==> config.mk <==
export PLATFORM = sky130hd
export DESIGN_NAME = thresh_report_tx
export DESIGN_NICKNAME = d
export VERILOG_FILES = /design/src/rtl/seg_key_pkg.sv /design/src/rtl/thresh_chg_det.sv /design/src/rtl/thresh_report_tx.sv
export SDC_FILE = /design/constraint.sdc
export NUM_CORES = 1
export LEC_CHECK = 0
export BUFFER_PORTS_ARGS = -buffer_cell sky130_fd_sc_hd__buf_2
export CORE_UTILIZATION = 25
export CTS_BUF_LIST = sky130_fd_sc_hd__clkbuf_8 sky130_fd_sc_hd__clkbuf_16
export CTS_CLUSTER_DIAMETER = 60
export CTS_CLUSTER_SIZE = 24
export DETAILED_ROUTE_END_ITERATION = 7
export GPL_TIMING_DRIVEN = 1
export HOLD_SLACK_MARGIN = 0.06
export PLACE_DENSITY = 0.51
export SLEW_MARGIN = 40
export SYNTH_ARGS = -nofsm -noshare
export SYNTH_HDL_FRONTEND = slang
export SYNTH_SLANG_ARGS = --single-unit
==> constraint.sdc <==
create_clock -name clk -period 2.2 [get_ports clk]
set_input_delay 0.66 -clock clk [delete_from_list [all_inputs] [get_ports clk]]
set_output_delay 0.66 -clock clk [all_outputs]
set_load 0.05 [all_outputs]
==> src/rtl/seg_key_pkg.sv <==
// Shared constants for the threshold read-back path: frame bytes, frame lengths, byte index width.
package seg_key_pkg;

  localparam logic [7:0] SYNC_DEFAULT   = 8'hA5;
  localparam logic [7:0] CMD_THRESH     = 8'h01;

  localparam int         FRAME_LEN_BASE = 6;
  localparam int         FRAME_LEN_SEQ  = 7;
  localparam int         IDX_W          = 3;

  typedef enum logic {
    ST_IDLE = 1'b0,
    ST_SEND = 1'b1
  } tx_state_e;

endpackage

==> src/rtl/thresh_chg_det.sv <==
// Threshold change detector: registers the last seen value and flags a report whenever the
// value moves or the host polls.
module thresh_chg_det
  import seg_key_pkg::*;
#(
  parameter int VAL_W = 20
) (
  input  logic             clk,
  input  logic             rst_n,
  input  logic [VAL_W-1:0] i_value,
  input  logic             i_req,
  output logic             o_set
);

  logic [VAL_W-1:0] r_value_q;

  // Reset to zero so any nonzero threshold after reset produces one startup report.
  always_ff @(posedge clk or negedge rst_n) begin
    if (!rst_n) begin
      r_value_q <= '0;
    end else begin
      r_value_q <= i_value;
    end
  end

  assign o_set = i_req | (i_value != r_value_q);

endmodule

==> src/rtl/thresh_report_tx.sv <==
// Threshold report transmitter: frames the 20-bit threshold as SYNC, CMD, [seq], hi, mid, lo, CHK.
// Optional THRESH_REPORT_SEQ_EN inserts a wrapping sequence byte after CMD.
//
//   state   | meaning
//   --------+-------------------------------------------------------------
//   ST_IDLE | no frame in flight; a pending trigger snapshots value and starts one
//   ST_SEND | frame bytes presented one at a time, advancing on valid & ready
module thresh_report_tx
  import seg_key_pkg::*;
#(
  parameter int         VAL_W     = 20,
  parameter logic [7:0] SYNC_BYTE = SYNC_DEFAULT,
  parameter logic [7:0] CMD_ID    = CMD_THRESH
) (
  input  logic             clk,
  input  logic             rst_n,
  input  logic [VAL_W-1:0] value,
  input  logic             req,
  output logic [7:0]       tx_data,
  output logic             tx_valid,
  input  logic             tx_ready,
  output logic             tx_last,
  output logic             busy
);

`ifdef THRESH_REPORT_SEQ_EN
  localparam int FRAME_LEN = FRAME_LEN_SEQ;
`else
  localparam int FRAME_LEN = FRAME_LEN_BASE;
`endif
  localparam logic [IDX_W-1:0] LAST_IDX = IDX_W'(FRAME_LEN - 1);

  tx_state_e        r_state,   w_state_nxt;
  logic [IDX_W-1:0] r_idx,     w_idx_nxt;
  logic [7:0]       r_tx_data, w_data_nxt;
  logic             r_tx_valid, w_valid_nxt;
  logic             r_tx_last, w_last_nxt;
  logic             r_busy,    w_busy_nxt;
  logic [VAL_W-1:0] r_snap,    w_snap_nxt;
  logic [7:0]       r_chk,     w_chk_nxt;
  logic             r_pending, w_pending_nxt;

  logic             w_set;
  logic             w_accept;
  logic [IDX_W-1:0] w_idx_inc;
  logic [7:0]       w_chk_acc;
  logic [7:0]       w_byte;

  thresh_chg_det #(
    .VAL_W (VAL_W)
  ) u_chg_det (
    .clk     (clk),
    .rst_n   (rst_n),
    .i_value (value),
    .i_req   (req),
    .o_set   (w_set)
  );

  assign w_accept  = r_tx_valid & tx_ready;
  assign w_idx_inc = r_idx + IDX_W'(1);
  // Running XOR including the byte being accepted now; the sync byte never contributes.
  assign w_chk_acc = r_chk ^ ((r_idx == '0) ? 8'h00 : r_tx_data);

`ifdef THRESH_REPORT_SEQ_EN
  logic [7:0] r_seq;
  logic       w_seq_inc;

  assign w_seq_inc = w_accept & r_tx_last;

  always_ff @(posedge clk or negedge rst_n) begin
    if (!rst_n) begin
      r_seq <= 8'h00;
    end else if (w_seq_inc) begin
      r_seq <= r_seq + 8'h01;
    end
  end
`endif

  always_comb begin
    w_byte = SYNC_BYTE;
    case (w_idx_inc)
      IDX_W'(1): w_byte = CMD_ID;
`ifdef THRESH_REPORT_SEQ_EN
      IDX_W'(2): w_byte = r_seq;
      IDX_W'(3): w_byte = {4'h0, r_snap[19:16]};
      IDX_W'(4): w_byte = r_snap[15:8];
      IDX_W'(5): w_byte = r_snap[7:0];
      IDX_W'(6): w_byte = w_chk_acc;
`else
      IDX_W'(2): w_byte = {4'h0, r_snap[19:16]};
      IDX_W'(3): w_byte = r_snap[15:8];
      IDX_W'(4): w_byte = r_snap[7:0];
      IDX_W'(5): w_byte = w_chk_acc;
`endif
      default:   w_byte = SYNC_BYTE;
    endcase
  end

  always_comb begin
    w_state_nxt   = r_state;
    w_idx_nxt     = r_idx;
    w_data_nxt    = r_tx_data;
    w_valid_nxt   = r_tx_valid;
    w_last_nxt    = r_tx_last;
    w_busy_nxt    = r_busy;
    w_snap_nxt    = r_snap;
    w_chk_nxt     = r_chk;
    w_pending_nxt = r_pending | w_set;
    case (r_state)
      ST_IDLE: begin
        if (r_pending) begin
          // A trigger landing on the snapshot cycle stays pending rather than being lost.
          w_pending_nxt = w_set;
          w_snap_nxt    = value;
          w_idx_nxt     = '0;
          w_data_nxt    = SYNC_BYTE;
          w_valid_nxt   = 1'b1;
          w_last_nxt    = 1'b0;
          w_busy_nxt    = 1'b1;
          w_chk_nxt     = 8'h00;
          w_state_nxt   = ST_SEND;
        end
      end
      ST_SEND: begin
        if (w_accept) begin
          if (r_tx_last) begin
            w_valid_nxt = 1'b0;
            w_last_nxt  = 1'b0;
            w_busy_nxt  = 1'b0;
            w_data_nxt  = 8'h00;
            w_state_nxt = ST_IDLE;
          end else begin
            w_idx_nxt  = w_idx_inc;
            w_chk_nxt  = w_chk_acc;
            w_data_nxt = w_byte;
            w_last_nxt = (w_idx_inc == LAST_IDX);
          end
        end
      end
      default: w_state_nxt = ST_IDLE;
    endcase
  end

  always_ff @(posedge clk or negedge rst_n) begin
    if (!rst_n) begin
      r_state    <= ST_IDLE;
      r_idx      <= '0;
      r_tx_data  <= 8'h00;
      r_tx_valid <= 1'b0;
      r_tx_last  <= 1'b0;
      r_busy     <= 1'b0;
      r_snap     <= '0;
      r_chk      <= 8'h00;
      r_pending  <= 1'b0;
    end else begin
      r_state    <= w_state_nxt;
      r_idx      <= w_idx_nxt;
      r_tx_data  <= w_data_nxt;
      r_tx_valid <= w_valid_nxt;
      r_tx_last  <= w_last_nxt;
      r_busy     <= w_busy_nxt;
      r_snap     <= w_snap_nxt;
      r_chk      <= w_chk_nxt;
      r_pending  <= w_pending_nxt;
    end
  end

  assign tx_data  = r_tx_data;
  assign tx_valid = r_tx_valid;
  assign tx_last  = r_tx_last;
  assign busy     = r_busy;

endmodule

## After elaboration in Yosys (flattened, before gate mapping)

Cells that the tools add are included.
W data, S select, Z words.

| operators by class | value |
|---|---|
| $add $sub $neg | 1 |
| eq/ne operators | 10 |
| mux-type cells | 28 |
| bitwise operators | 5 |
| reduce and logical (&&, ||, !) cells | 5 |

Operators with widths:

| cell | count |
|---|---|
| $mux W8 | 7 |
| $pmux W8 S5 | 1 |
| $pmux W8 S2 | 2 |
| $ne A20 B20 Y1 | 1 |
| $mux W1 | 11 |
| $mux W3 | 3 |
| $xor A8 B8 Y8 | 1 |
| $eq A3 B2 Y1 const B | 2 |
| $eq A3 B3 Y1 const B | 2 |
| $pmux W1 S2 | 3 |
| $pmux W3 S2 | 1 |
| $reduce_and A3 Y1 | 2 |
| $ne A2 B1 Y1 const B | 2 |
| $ne A2 B2 Y1 const B | 2 |
| $reduce_and A2 Y1 | 2 |
| $add A3 B1 Y3 const B | 1 |
| $eq A3 B1 Y1 const B | 1 |
| $logic_not A3 Y1 | 1 |
| $or A1 B1 Y1 | 2 |
| $and A1 B1 Y1 | 1 |
| $not A1 Y1 | 1 |

| word-level totals | value |
|---|---|
| flip-flop bits (word level) | 63 |
| input bits | 24 |
| output and inout bits | 11 |
| logic and storage cells | 58 |

## Longest topological paths before layout

Gate-level depths: netlist of the first run.

| depth | value |
|---|---|
| depth after elaboration | 7 |
| depth in mapped cells | 8 |
| depth with buffers taken out | 7 |

## Cells and area by module

Synthesis of the first run repeated with hierarchy kept, for this count alone.

| second synthesis, totals | value |
|---|---|
| cells, all modules | 260 |
| area total of the unflattened synthesis | 2962.8 µm² |

Modules (own cells, without submodules):

| module | times used | cells an instance | area an instance (µm²) | seq. area each (µm²) |
|---|---|---|---|---|
| thresh_report_tx | 1 | 213 | 2243.4 | 1076.0 |
| thresh_chg_det | 1 | 47 | 719.4 | 500.5 |

## Worst setup path after synthesis of the first run

No wires, ideal clock.

| timing | value |
|---|---|
| path type | reg2reg |
| start | reg r_idx[0] |
| end | reg r_tx_data[4] (netlist: tx_data[4]) |
| arrival | 1.539 ns |
| required time | 2.073 ns |
| setup slack | 0.534 ns |
| cell stages (with the launch flop) | 8 |
| buffers on the path | 1 |
| clock period less this slack | 1.666 ns |
| path through | dfrtp_1 -> inv_1 -> ha_1 -> clkbuf_1 -> or3_1 -> o21ai_1 -> nand2b_1 -> o21ai_0 |

| between the ends | value |
|---|---|
| cells in the longest elaborated chain, start to end | 7 |

Ends and longest elaborated chain:

| item | RTL line | text |
|---|---|---|
| from (decl) | thresh_report_tx.sv:34 | `logic [IDX_W-1:0] r_idx, w_idx_nxt;` |
| from (signal assigned) | thresh_report_tx.sv:157 | `r_idx <= w_idx_nxt;` |
| branches (longest 3 deep; another with $add A3 B1 Y3) | -- |  |
| $pmux W8 S5 (*) | thresh_report_tx.sv:81 | `case (w_idx_inc)` |
| $mux W8 (*) | thresh_report_tx.sv:126 | `if (r_tx_last) begin` |
| $mux W8 (*) | thresh_report_tx.sv:125 | `if (w_accept) begin` |
| $pmux W8 S2 (*) | thresh_report_tx.sv:109 | `case (r_state)` |
| to (signal assigned) | thresh_report_tx.sv:158 | `r_tx_data <= w_data_nxt;` |
| to (decl) | thresh_report_tx.sv:35 | `logic [7:0] r_tx_data, w_data_nxt;` |

Mark *: on every way between the ends. The select of a mux whose other input is x is not followed.
A chain may end at the register's enable or synchronous reset.

## Final worst setup path of the first run

| timing | value |
|---|---|
| start | reg r_idx[0] |
| end | reg r_tx_data[3] (netlist: tx_data[3]) |

Same word-level chain as after synthesis.

==> results_dict.tcl, run 1 <==
set metrics [dict create \
    status "finished with violations" \
    violations "design-rule violations" \
    drt-total-wl_um 7130 \
    clock_latency_ns 0.33 \
    route.vias.total 2276 \
    period_share 0.889 \
    clockPowerShare 0.254 \
    register_area_mm2 0.00158 \
    hold_violations 0 \
    htreeDepth 3 \
    worst_setup_path_end_kind "register" \
    synth_cells 309 \
    drt_iter0_markers 105 \
    yosys.area_share.adder 0.0250 \
    clock-sinks 63 \
    final_util 0.314 \
    postSynth.asyncResetShare 1.00 \
    clockRootBuffer "clkbuf_16" \
    port_buffers 34 \
    irDropWorstVdd_v 0.000432 \
    multi_input_comb_area_mm2 0.00133 \
    clock_path_buffers 2 \
    synthMuxAreaShare 0 \
    gp_congestion 0.785 \
    path_clk_slew_ns 0.06 \
    leakagePower_uw 0.00163 \
    fill_cells 1198 \
    synth_warnings 0 \
    drv_slew 0 \
    cts_tree "built" \
    setup_viol 0 \
    synth-edff-count 0 \
    ys_types 39 \
    p_comb_frac 0.405 \
    layout_commonest_cell "nand2_1" \
    ios 35 \
    initial_core_util 0.260 \
    num-nets-final 375 \
    critPathLaunchType "register" \
    grt_pass1_wl_um 12200 \
    numCtsBuffers 9 \
    drtPass1Iterations 6 \
    grt_overflow 0 \
    switching_share 0.417 \
    placed_area_mm2 0.00332 \
    grt_usage 0.127 \
    synthSimpleGateAreaFrac 0.187 \
    ctsResizeCount 0 \
    drive_gt1_frac 0.174 \
    dieArea_mm2 0.0125 \
    crit_path_max_fanout 8 \
    ant_nets 0 \
    dp_hpwl_um 5060 \
    required_ns 2.43 \
    synth_top_family_by_area "simple AND/OR/NAND/NOR gates" \
    synth_area_mm2 0.00301 \
    syn_to_final_growth_pct 20.6 \
    mostFrequentLayoutCells "nand2_1 (83), dfrtp_1 (63), buf_2 (34), xnor2_1 (25), o21ai_0 (22)" \
    die_h_um 112 \
    p_seq_frac 0.341 \
    synth-seq-cells 63 \
    fmax_mhz 511 \
    cts_setup_buffers 0 \
    synth_xor_xnor_area_share 0.0991 \
    coreArea_mm2 0.0116 \
    fin_crit_ns 1.96 \
    synth_flop_cell "dfrtp_1" \
    grt_pass1_vias 2289 \
    tightest_slew_ns 0.555 \
    crit_type "reg2reg" \
    antenna_found_initial 0 \
    power_density_mw_per_mm2 1540 \
    die_x_um 112 \
    grt_start_max_net_pins 64 \
    yosysSeqAreaShare 0.525 \
    rows 39 \
    drv_cap 0 \
    critical_path_arrival_ns 2.18 \
    p_sw_uw 2340 \
    fin_area_mm2 0.00363 \
    setup_tns_ns 0 \
    rsz0062_at_grt "no" \
    hold_class "in2async" \
    ctsHoldBuffers 0 \
    skew_ns 0.00766 \
    synth_compound_area_frac 0.130 \
    wl_per_cell_um 14.5 \
    diodes 0 \
    postSynthNetCount 339 \
    power.internal_uw 3260 \
    drc 6 \
    synth_area_per_cell_um2 9.73 \
    slew_headroom 0.630 \
    vias_per_cell 4.62 \
]
[power by group through the flow]
stage               clock network [uW]  registers (uW)  logic (uW)
finish                            1420            1910        2270
global route                      1500            1970        2560
CTS                               1450            1910        2270
detailed placement                   0            1920        2260
global placement                     0            1920        2230
floorplan                            0            2100        1490
[layout make-up]
class / instances / share of cell area
inverter: 2 / 0.00207
multi-input combinational: 228 / 0.366
sequential: 63 / 0.435
clock inverter: 6 / 0.0169
clock buffer: 10 / 0.0659
timing repair buffer: 41 / 0.0649
tap: 143 / 0.0493
[flip-flops by register name (all words and copies together), names as in the netlist]
name / flops
r_idx: 3
busy: 1
tx_last: 1
r_pending: 1
r_chk: 8
u_chg_det.r_value_q: 20
r_state: 1
tx_data: 8
r_snap: 20
[routing by layer]
| layer | vias to the layer above | global-route usage | wire length, um |
|---|---|---|---|
| met2 | 57 | 0.176 | 2990 |
| met5 | - | 0 | 0 |
| met1 | 1092 | 0.180 | 3540 |
| met4 | 0 | 0.0523 | 143 |
| met3 | 12 | 0.0425 | 456 |
| li1 | 1115 | - | - |
[worst max-delay path, stage by stage (launching register included)]
cell      delay [ns]
dfrtp_1         0.44
ha_1            0.47
xor2_4          0.27
o21ai_1         0.13
nand2b_1        0.23
o31ai_1         0.31
[cell usage after synthesis, types with 2 or more instances]
library cell | count | share of area
o21ai_1 | 3 | 0.0050
ha_1 | 6 | 0.025
o31ai_1 | 6 | 0.015
o21a_1 | 2 | 0.0050
buf_4 | 2 | 0.0050
o21ai_0 | 22 | 0.037
and3_1 | 2 | 0.0042
buf_6 | 3 | 0.011
buf_2 | 5 | 0.0083
o22ai_1 | 4 | 0.0083
nor2_1 | 5 | 0.0062
a21oi_1 | 16 | 0.027
nand2b_1 | 6 | 0.012
a221oi_1 | 5 | 0.015
xor2_1 | 4 | 0.012
clkbuf_1 | 6 | 0.0075
a31oi_1 | 4 | 0.0083
nand2_1 | 83 | 0.10
inv_1 | 2 | 0.0025
dfrtp_1 | 63 | 0.52
nand3_1 | 9 | 0.015
nor2b_1 | 4 | 0.0083
xnor2_1 | 25 | 0.073
nand4_1 | 5 | 0.010
nor4_1 | 3 | 0.0062
[worst paths after layout]
| check | start | to | slack (ns) | depth (start not counted) |
|---|---|---|---|---|
| max in group asynchronous | rst_n | r_chk[2] | 1.58 | 2 |
| worst max-delay path | r_idx[0] | tx_data[3] | 0.24 | 5 |
| worst max register to register | r_idx[0] | tx_data[3] | 0.24 | 5 |
| worst min-delay path | rst_n | r_chk[7] | 0.32 | 2 |
| min in group clk | value[3] | u_chg_det.r_value_q[3] | 0.47 | 1 |
| worst min register to register | r_snap[5] | r_snap[5] | 0.48 | 2 |
[metrics by stage]
stage | total power (uW) | setup slack [ns] | hold WS, ns | cells
after floorplan | 3590 | 0.534 | 0.364 | 309
after global placement | 4150 | 0.261 | 0.465 | 477
after detailed placement | 4170 | 0.168 | 0.468 | 477
after CTS | 5620 | 0.147 | 0.349 | 493
after global routing | 6020 | 0.0556 | 0.359 | 493
final | 5600 | 0.244 | 0.323 | 493
[logic make-up (layout without fill, tap and decap cells)]
logic type | after synthesis | count (layout)
buf+inv | 18 | 59
compound gates | 66 | 66
flops | 63 | 63
xor+xnor | 31 | 31
fa+ha+maj | 6 | 6
simple gates | 125 | 125
(Power assumes the default switching activity.)
==> run 2: changes to the inputs <==
- SYNTH_HIERARCHICAL: not set -> 1
==> run 2 against run 1 <==
  * The flow now finishes without violations
  * Highest routed layer unchanged
  * Global-route usage is 0.73 points lower
  * Via count down 5.5%
  * Combinational power increased by 13%
==> results_dict.tcl, run 2 <==
set metrics [dict create \
    setup_viol 0 \
    ctsHoldBuffers 0 \
    drt-total-wl_um 7020 \
    required_ns 2.39 \
    grt_overflow 0 \
    cts_setup_buffers 0 \
    p_comb_frac 0.427 \
    whs_ns 0.343 \
    crit_type "reg2reg" \
    synth_top_area_share 0.532 \
    fin_crit_ns 2.03 \
    final_cells 458 \
    yosys.area.top_type "dfrtp_1" \
    fmax_mhz 492 \
    timing.rr.end "tx_data[3]" \
    synth_warnings 6 \
    synth_cells 260 \
    crit_end "tx_data[3]" \
    clock_path_buffers 2 \
    top_usage_layer "met2" \
    synth_area_per_cell_um2 11.4 \
    p_total_uw 6000 \
    route.vias.total 2150 \
    gp_congestion 0.763 \
    wl_per_cell_um 15.3 \
    fin_area_mm2 0.00372 \
    use_met1 0.160 \
    fin_ws_ns 0.168 \
    leakagePower_uw 0.00159 \
    critPathLaunchType "register" \
    cp_slowest_stage_delay_ns 0.43 \
    die_h_um 111 \
    dieArea_mm2 0.0123 \
    numCtsBuffers 9 \
    clockRootBuffer "clkbuf_16" \
    critical_path_depth 8 \
    ios 35 \
    drv_cap 0 \
    synth_area_leaders "dfrtp_1 (53%), mux2_2 (7.6%), xnor2_1 (5.0%), xor2_1 (5.0%), o21ai_0 (3.5%)" \
    synth-seq-cells 63 \
    synth-edff-count 0 \
    crit_buf_inv 2 \
    hold_class "in2async" \
    postSynth.asyncResetShare 1.00 \
    initial_core_util 0.258 \
    power.internal_uw 3610 \
    ant_nets 0 \
    irDropWorstVdd_v 0.000499 \
    r2r_setup_slack_ns 0.17 \
    period_share 0.923 \
    grt_pass1_vias 2168 \
    layout_commonest_cell "dfrtp_1" \
    critical_path.top_delay_family "flip-flops" \
    drc 0 \
    htreeDepth 3 \
    synth_flop_cell "dfrtp_1" \
    drive_gt1_frac 0.302 \
    reg2reg_from "r_idx[0]" \
    drtPass1Iterations 4 \
    cts_tree "built" \
    slew_headroom 0.720 \
    grt_start_max_net_pins 64 \
    vias_per_cell 4.69 \
    grt_util_met2 0.185 \
    rows 39 \
    clockPowerShare 0.253 \
    status "complete, no violations" \
    p_sw_uw 2390 \
    reg_top3 "r_snap x20, u_chg_det/r_value_q x20" \
    worst_setup_path_end_kind "register" \
    diodes 0 \
    ys_types 37 \
    placed_area_mm2 0.00339 \
    skew_ns 0.00706 \
    path_cells "inv_1 -> ha_1 -> nand2b_1 -> buf_4 -> nand2_1 -> xnor2_1 -> a221oi_1 -> o31ai_1" \
    mostFrequentLayoutCells "dfrtp_1 (63), buf_2 (34), o21ai_0 (21), mux2_2 (20), buf_4 (18)" \
    power_density_mw_per_mm2 1610 \
    tightest_slew_ns 0.420 \
    critical_path_arrival_ns 2.22 \
    crit_path_max_fanout 10 \
    drv_slew 0 \
    synth_area_mm2 0.00296 \
    syn_to_final_growth_pct 25.4 \
    coreArea_mm2 0.0115 \
    clock-sinks 63 \
    die_x_um 111 \
    dp_hpwl_um 4960 \
    synth_commonest_cells "dfrtp_1 (63), o21ai_0 (21), mux2_2 (20)" \
    ctsResizeCount 0 \
    grt_pass1_wl_um 11400 \
    path_clk_slew_ns 0.05 \
    hold_violations 0 \
    antenna_found_initial 0 \
    num-nets-final 340 \
    postSynthNetCount 290 \
    rsz0062_at_grt "no" \
    yosysSeqAreaShare 0.532 \
    grt_usage 0.120 \
    port_buffers 34 \
    drt_iter0_markers 125 \
    r2r_cells 8 \
    dpl.cell_count 442 \
    clock_latency_ns 0.33 \
    cp_slowest_cell "dfrtp_1" \
    critPathLaunch "r_idx[0]" \
    switching_share 0.398 \
    post-place-ws_ns -0.0138 \
    p_seq_frac 0.320 \
    grtUsageMet3 0.0312 \
    yosys.cell_count.top_type "dfrtp_1" \
]
## run 2: cell types whose count changed in the layout (fill, tap and decap cells not counted), moves of 4 or more
| cell | previous run | this run |
|---|---|---|
| mux2_2 | 0 | 20 |
| nand2_1 | 83 | 15 |
| nand3_1 | 9 | 16 |
| xor2_1 | 4 | 17 |
| xnor2_1 | 25 | 17 |
| a31oi_1 | 4 | 0 |
| buf_4 | 6 | 18 |
## run 2: cell type report
class / instances / area (um2)
fillers: 1167 / 7750
clock inverters: 6 / 85.1
clock buffers: 10 / 239
well taps: 143 / 179
flip-flops and latches: 63 / 1580
inverters: 2 / 7.51
multi-input cells: 181 / 1300
repair buffers: 53 / 325
## run 2: routing by layer
layer	wire length [um]	up-vias
li1	-	1023
met1	3340	1071
met2	3290	52
met3	341	4
met4	57	0
met5	0	-
## run 2: kinds of logic (layout without fill, tap and decap cells)
family	Yosys count	count (layout)	synth area share
AOI/OAI and AO/OA	60	60	0.124
xor gates and xnor gates	35	35	0.106
adders and majority gates	6	6	0.0253
buffers and inverters	16	71	0.0287
DFF	63	63	0.532
muxes	21	21	0.0807
and+or+nand+nor	59	59	0.103
## run 2: power groups by stage
stage	clock, uW	combinational, uW	sequential (uW)
floorplan	0	1620	2080
global placement	0	2520	1930
detailed placement	0	2560	1940
CTS	1550	2570	1920
global route	1590	2800	1990
finish	1520	2560	1920
## run 2: through the flow
step | utilization | setup TNS, ns
2_1_floorplan | - | 0
3_3_place_gp | 0.296 | -0.0145
3_5_place_dp | 0.296 | -0.0138
4_1_cts | 0.324 | 0
5_1_grt | 0.324 | 0
6_report | 0.324 | 0
## run 2: how the worst min path moves through the flow
| stage | endpoint | slack (ns) | depth (start not counted) |
|---|---|---|---|
| 2_1_floorplan | busy | 0.36 | 0 |
| 3_3_place_gp | r_chk[0] | 0.49 | 1 |
| 3_5_place_dp | r_chk[3] | 0.49 | 1 |
| 4_1_cts | r_chk[4] | 0.36 | 2 |
| 5_1_grt | r_chk[2] | 0.38 | 2 |
| 6_report | r_chk[2] | 0.34 | 2 |
## run 2: worst register-to-register path: cells and delay by family, from the launching register on
family	cells	cell delay, ns
buffers and inverters	2	0.32
DFF	1	0.43
adders and majority gates	1	0.32
and+or+nand+nor	2	0.29
AOI/OAI and AO/OA	2	0.39
xor gates and xnor gates	1	0.15
